File: src/rtl/rvc_asap_fetch_if.sv
// rtl/rvc_asap_fetch_if.sv - I_MEM request/response, decode handshake and status bundle of the fetch unit
interface rvc_asap_fetch_if;
  logic        IMemReqValid;
  logic [31:0] IMemReqAddr;
  logic        IMemReqReady;
  logic        IMemRspValid;
  logic [31:0] IMemRspData;
  logic        RedirectValid;
  logic [31:0] RedirectPc;
  logic        InstValid;
  logic [31:0] InstData;
  logic [31:0] InstPc;
  logic        InstReady;
  logic        MisalignErr;

  modport master (
    output IMemReqValid, IMemReqAddr, InstValid, InstData, InstPc, MisalignErr,
    input  IMemReqReady, IMemRspValid, IMemRspData, RedirectValid, RedirectPc, InstReady
  );

  modport slave (
    input  IMemReqValid, IMemReqAddr, InstValid, InstData, InstPc, MisalignErr,
    output IMemReqReady, IMemRspValid, IMemRspData, RedirectValid, RedirectPc, InstReady
  );
endinterface

File: src/rtl/rvc_asap_fetch.sv
// rtl/rvc_asap_fetch.sv - fetch PC, 1-cycle synchronous I_MEM reads, prefetch FIFO and redirect flush
module rvc_asap_fetch #(
  parameter logic [31:0] RESET_PC = 32'h0000_0000,
  parameter int          DEPTH    = 2
) (
  input  logic             Clock,
  input  logic             Rst,
  rvc_asap_fetch_if.master bus
);
  localparam int AW = $clog2(DEPTH);
  localparam int CW = AW + 1;

  logic [31:0]   fetch_pc_q, fetch_pc_d;
  logic [31:0]   req_pc_q, req_pc_d;
  logic          in_flight_q, in_flight_d;
  logic          misalign_q, misalign_d;
  logic [AW-1:0] wr_ptr_q, wr_ptr_d;
  logic [AW-1:0] rd_ptr_q, rd_ptr_d;
  logic [CW-1:0] count_q, count_d;
  logic [31:0]   pc_mem_q   [DEPTH];
  logic [31:0]   data_mem_q [DEPTH];

  logic          inst_valid, pop, push, req_valid, accept;
  logic [CW:0]   occupancy;

  always_comb begin
    inst_valid = !Rst && !bus.RedirectValid && (count_q != '0);
    pop        = inst_valid && bus.InstReady;
    // Credit counts the in-flight word so its response always has a slot.
    occupancy  = {1'b0, count_q} + (CW+1)'(in_flight_q) - (CW+1)'(pop);
    req_valid  = !Rst && !bus.RedirectValid && (occupancy < (CW+1)'(DEPTH));
    accept     = req_valid && bus.IMemReqReady;
    push       = !Rst && !bus.RedirectValid && bus.IMemRspValid && in_flight_q;

    fetch_pc_d  = fetch_pc_q;
    req_pc_d    = req_pc_q;
    in_flight_d = in_flight_q;
    misalign_d  = misalign_q;
    wr_ptr_d    = wr_ptr_q;
    rd_ptr_d    = rd_ptr_q;
    count_d     = count_q;

    if (bus.RedirectValid) begin
      fetch_pc_d  = {bus.RedirectPc[31:2], 2'b00};
      in_flight_d = 1'b0;
      wr_ptr_d    = '0;
      rd_ptr_d    = '0;
      count_d     = '0;
      if (bus.RedirectPc[1:0] != 2'b00) begin
        misalign_d = 1'b1;
      end
    end else begin
      if (accept) begin
        fetch_pc_d  = fetch_pc_q + 32'd4;
        req_pc_d    = fetch_pc_q;
        in_flight_d = 1'b1;
      end else if (bus.IMemRspValid) begin
        in_flight_d = 1'b0;
      end
      if (push) begin
        wr_ptr_d = wr_ptr_q + AW'(1);
      end
      if (pop) begin
        rd_ptr_d = rd_ptr_q + AW'(1);
      end
      count_d = count_q + CW'(push) - CW'(pop);
    end
  end

  always_ff @(posedge Clock) begin
    if (Rst) begin
      fetch_pc_q  <= RESET_PC;
      req_pc_q    <= '0;
      in_flight_q <= 1'b0;
      misalign_q  <= 1'b0;
      wr_ptr_q    <= '0;
      rd_ptr_q    <= '0;
      count_q     <= '0;
    end else begin
      fetch_pc_q  <= fetch_pc_d;
      req_pc_q    <= req_pc_d;
      in_flight_q <= in_flight_d;
      misalign_q  <= misalign_d;
      wr_ptr_q    <= wr_ptr_d;
      rd_ptr_q    <= rd_ptr_d;
      count_q     <= count_d;
    end
  end

  // Entry storage needs no reset: occupancy alone decides what is visible.
  always_ff @(posedge Clock) begin
    if (push) begin
      pc_mem_q[wr_ptr_q]   <= req_pc_q;
      data_mem_q[wr_ptr_q] <= bus.IMemRspData;
    end
  end

  assign bus.IMemReqValid = req_valid;
  assign bus.IMemReqAddr  = fetch_pc_q;
  assign bus.InstValid    = inst_valid;
  assign bus.InstData     = inst_valid ? data_mem_q[rd_ptr_q] : 32'h0;
  assign bus.InstPc       = inst_valid ? pc_mem_q[rd_ptr_q] : 32'h0;
  assign bus.MisalignErr  = misalign_q;
endmodule

File: src/flat_wrapper.sv
// flat-port wrapper written by rule: the top's interface ports become plain ports
module rvc_asap_fetch_flat 
#(
  parameter logic [31:0] RESET_PC = 32'h0000_0000,
  parameter int          DEPTH    = 2
)
  (Clock, Rst, bus_IMemReqValid, bus_IMemReqAddr, bus_InstValid, bus_InstData, bus_InstPc, bus_MisalignErr, bus_IMemReqReady, bus_IMemRspValid, bus_IMemRspData, bus_RedirectValid, bus_RedirectPc, bus_InstReady);
  rvc_asap_fetch_if bus_i ();
  input  logic Clock;
  input  logic Rst;
  output wire logic [$bits(bus_i.IMemReqValid)-1:0] bus_IMemReqValid;
  output wire logic [$bits(bus_i.IMemReqAddr)-1:0] bus_IMemReqAddr;
  output wire logic [$bits(bus_i.InstValid)-1:0] bus_InstValid;
  output wire logic [$bits(bus_i.InstData)-1:0] bus_InstData;
  output wire logic [$bits(bus_i.InstPc)-1:0] bus_InstPc;
  output wire logic [$bits(bus_i.MisalignErr)-1:0] bus_MisalignErr;
  input wire logic [$bits(bus_i.IMemReqReady)-1:0] bus_IMemReqReady;
  input wire logic [$bits(bus_i.IMemRspValid)-1:0] bus_IMemRspValid;
  input wire logic [$bits(bus_i.IMemRspData)-1:0] bus_IMemRspData;
  input wire logic [$bits(bus_i.RedirectValid)-1:0] bus_RedirectValid;
  input wire logic [$bits(bus_i.RedirectPc)-1:0] bus_RedirectPc;
  input wire logic [$bits(bus_i.InstReady)-1:0] bus_InstReady;
  assign bus_IMemReqValid = bus_i.IMemReqValid;
  assign bus_IMemReqAddr = bus_i.IMemReqAddr;
  assign bus_InstValid = bus_i.InstValid;
  assign bus_InstData = bus_i.InstData;
  assign bus_InstPc = bus_i.InstPc;
  assign bus_MisalignErr = bus_i.MisalignErr;
  assign bus_i.IMemReqReady = bus_IMemReqReady;
  assign bus_i.IMemRspValid = bus_IMemRspValid;
  assign bus_i.IMemRspData = bus_IMemRspData;
  assign bus_i.RedirectValid = bus_RedirectValid;
  assign bus_i.RedirectPc = bus_RedirectPc;
  assign bus_i.InstReady = bus_InstReady;
  rvc_asap_fetch #(.RESET_PC(RESET_PC), .DEPTH(DEPTH)) u_core (.Clock(Clock), .Rst(Rst), .bus(bus_i));
endmodule
File: config.mk
export PLATFORM = sky130hd
export DESIGN_NAME = rvc_asap_fetch_flat
export DESIGN_NICKNAME = d
export VERILOG_FILES = /design/src/rtl/rvc_asap_fetch_if.sv /design/src/rtl/rvc_asap_fetch.sv /design/src/flat_wrapper.sv
export SDC_FILE = /design/constraint.sdc
export NUM_CORES = 1
export LEC_CHECK = 0
export CAP_MARGIN = 5
export CORE_UTILIZATION = 30
export DETAILED_ROUTE_END_ITERATION = 8
export PLACE_DENSITY_LB_ADDON = 0.08
export SLEW_MARGIN = 20
export SYNTH_ARGS = -nofsm -noshare
export SYNTH_HDL_FRONTEND = slang
export SYNTH_SLANG_ARGS = --single-unit
File: constraint.sdc
create_clock -name Clock -period 10.92 [get_ports Clock]
set_input_delay 1.092 -clock Clock [delete_from_list [all_inputs] [get_ports Clock]]
set_output_delay 1.092 -clock Clock [all_outputs]
set_load 0.1 [all_outputs]
==> impl_metrics.json <==
{
  "area_delta_synth_final_pct": 31.8,
  "final_cell_count_no_fill": 1157,
  "crit_chain": "buf_2 -> buf_4 -> nor2_2 -> o21ai_4 -> inv_1 -> nand2_1 -> nor2_1 -> fa_1 -> xnor2_1 -> and3_1 -> clkdlybuf4s50_1",
  "intPower_mw": 1.14,
  "die_width_um": 164,
  "drive_above_1_share_pct": 6.30,
  "power_switching_mw": 0.389,
  "synth_area_leaders": "edfxtp_1 47%, dfxtp_1 17%, mux2i_1 8.1%, nand2_1 3.8%, nor2_1 3.4%",
  "skew_ps": 12.3,
  "p_total_mw": 1.53,
  "post_synth_num_cell_types": 43,
  "slowest_stage": "clkdlybuf4s50_1",
  "placedCellCount": 1125,
  "path_class": "primary input to output port",
  "die_y_um": 164,
  "grt-ovfl-total": 0,
  "power_frac_comb_pct": 9.5,
  "cts_hold_buf": 0,
  "clk_path_buf_depth": 2,
  "grt_max_degree": 67,
  "worstPathRequired_ps": 9830,
  "clkSinkCount": 191,
  "clk_pin_slew_ps": 70,
  "synth_top_area_share_pct": 47.2,
  "drc_errors": 0,
  "setup_tns_ps": 0,
  "post-route-period-util_pct": 49.7,
  "ant_nets": 0,
  "avgViaCountPerCell": 4.75,
  "nets": 887,
  "hpwl_um": 12200,
  "cts_tree": "done",
  "p_leak_nw": 3.31,
  "status": "finished clean",
  "start_util_pct": 30.9,
  "power.density_nw_per_um2": 147,
  "cp_data_arrival_time_ps": 4340,
  "clkPwrFrac_pct": 38.8,
  "async_flop_share_pct": 0,
  "synth_edf_count": 124,
  "placed_cell_area_um2": 9820,
  "cts_made_buffers": 17,
  "syn_area_per_cell_um2": 11.8,
  "ys_warn_count": 0,
  "synth.most_common_cell": "edfxtp_1",
  "gp_congestion": 0.711,
  "io_buffers": 164,
  "ioPinCount": 169,
  "cp-start-kind": "primary input",
  "synth.largest_area_cell": "edfxtp_1",
  "vias": 5492,
  "drt_iter0_drc": 279,
  "setup_viol": 0,
  "cts_setup_buffers": 0,
  "rsz0062_at_grt": "no",
  "grt_pass1_wl_um": 29400,
  "htreeDepth": 4,
  "synth_cells": 668,
  "crit_fanout": 66,
  "root_buffer": "clkbuf_16",
  "dieArea_um2": 26900,
  "seqPwrFrac_pct": 51.7,
  "slowest_delay_ps": 1130,
  "cap_violations": 0,
  "clk_latency_ps": 420,
  "slew_headroom_pct": 29.1,
  "synthTopCellsByCount": "124 x edfxtp_1, 80 x nand2_1, 71 x nor2_1",
  "cts_resized": 0,
  "grt_use_total_pct": 14.3,
  "wl_per_cell_um": 16.3,
  "hold_class": "register to register",
  "post-place-ws_ps": 5510,
  "routed_wl_um": 18900,
  "fin_util_pct": 40.8,
  "worst_slew_pin_slew_ps": 1060,
  "report.final.slew_viol_count": 0,
  "row_count": 58,
  "switching_share_pct": 25.4,
  "cp-end-kind": "output port",
  "holdWs_ps": 454,
  "antenna_found_initial": 1,
  "ir_drop_mv": 0.0709,
  "synth.yosys.seq_area_share_pct": 64.3,
  "fmaxAchievable_mhz": 184,
  "finalHoldViolations": 0,
  "core-area_um2": 25500,
  "drtPass1Iterations": 4,
  "setup_slack_ps": 5490,
  "synth-seq-cells": 191,
  "post-route-cell-area_um2": 10400,
  "grt_pass1_vias": 5492,
  "fin_crit_ps": 5430,
  "synth_flop_cell": "edfxtp_1",
  "syn-cell-area_um2": 7880
}
-- cell usage in the layout (no fill, tap or decap), types with 3 or more instances in the layout --
cell,count
inv_1,13
nor2b_1,13
nand2_1,80
mux2i_1,64
nor2_1,71
dfxtp_1,66
clkdlybuf4s50_1,162
a22oi_1,11
and4_1,5
and3_1,6
inv_6,4
nand3_1,7
edfxtp_1,124
a31oi_1,6
nor4_1,6
xnor2_1,19
clkbuf_16,17
o21a_1,5
o22ai_1,10
buf_4,5
a21oi_1,50
nor3_1,12
xor2_1,3
conb_1,4
o21ai_0,12
nand4_1,7
or3_1,4
-- worst max-delay path, delay by kind of cell --
family / cells / cell delay (ps)
buf+inv: 4 / 1830
simple gates: 4 / 620
fa+ha+maj: 1 / 400
xor+xnor: 1 / 220
compound gates: 1 / 110
-- registers in the layout, summed over array words and instances (netlist names), named ones only --
name	cells
u_core.bus.IMemReqAddr	30
u_core.req_pc_q	30
u_core.rd_ptr_q	1
u_core.bus.MisalignErr	1
u_core.pc_mem_q	60
u_core.data_mem_q	64
u_core.count_q	2
u_core.in_flight_q	1
u_core.wr_ptr_q	1
-- worst paths after layout --
path         cells after the start                           startpoint                                 endpoint  slack, ps
max                             11                                  Rst                         bus_IMemReqValid       5490
min                              2  u_core.bus.MisalignErr$_SDFFE_PP0P_      u_core.bus.MisalignErr$_SDFFE_PP0P_        450
max reg2reg                     10         u_core.count_q[0]$_SDFF_PP0_  u_core.bus.IMemReqAddr[11]$_SDFFE_PP0P_       7800
min reg2reg                      2  u_core.bus.MisalignErr$_SDFFE_PP0P_      u_core.bus.MisalignErr$_SDFFE_PP0P_        450
-- kinds of logic (layout without fill, tap and decap cells) --
| group | after synthesis | count (layout) | synth area share (%) |
|---|---|---|---|
| simple gates | 227 | 227 | 13.9 |
| flops | 191 | 191 | 64.3 |
| compound gates | 100 | 100 | 7.35 |
| mux | 65 | 65 | 8.27 |
| buf+inv | 59 | 214 | 3.13 |
| xor+xnor | 22 | 22 | 2.44 |
| fa+ha+maj | 3 | 3 | 0.571 |
| other cells | 1 | 5 | 0.0476 |
-- power by group through the flow --
stage,logic [mW],registers (mW),clock network [mW]
after floorplan,0.0431,0.857,0
after global placement,0.146,0.807,0
after detailed placement,0.147,0.808,0
after CTS,0.148,0.792,0.612
after global routing,0.154,0.793,0.640
final,0.146,0.792,0.594
-- area by class of cell --
class | count | area [um^2]
clock inverter | 14 | 134
sequential | 191 | 5070
fill | 2468 | 15100
multi-input combinational | 421 | 2610
inverter | 13 | 48.8
antenna | 1 | 2.50
tap | 330 | 413
timing repair buffer | 170 | 1690
clock buffer | 17 | 425
-- metal layers --
layer	wire [um]	track usage, %
met5	0	0
met4	331	5.60
met3	920	3.59
met2	9260	23.9
met1	8370	17.6
(Power assumes the default switching activity.)
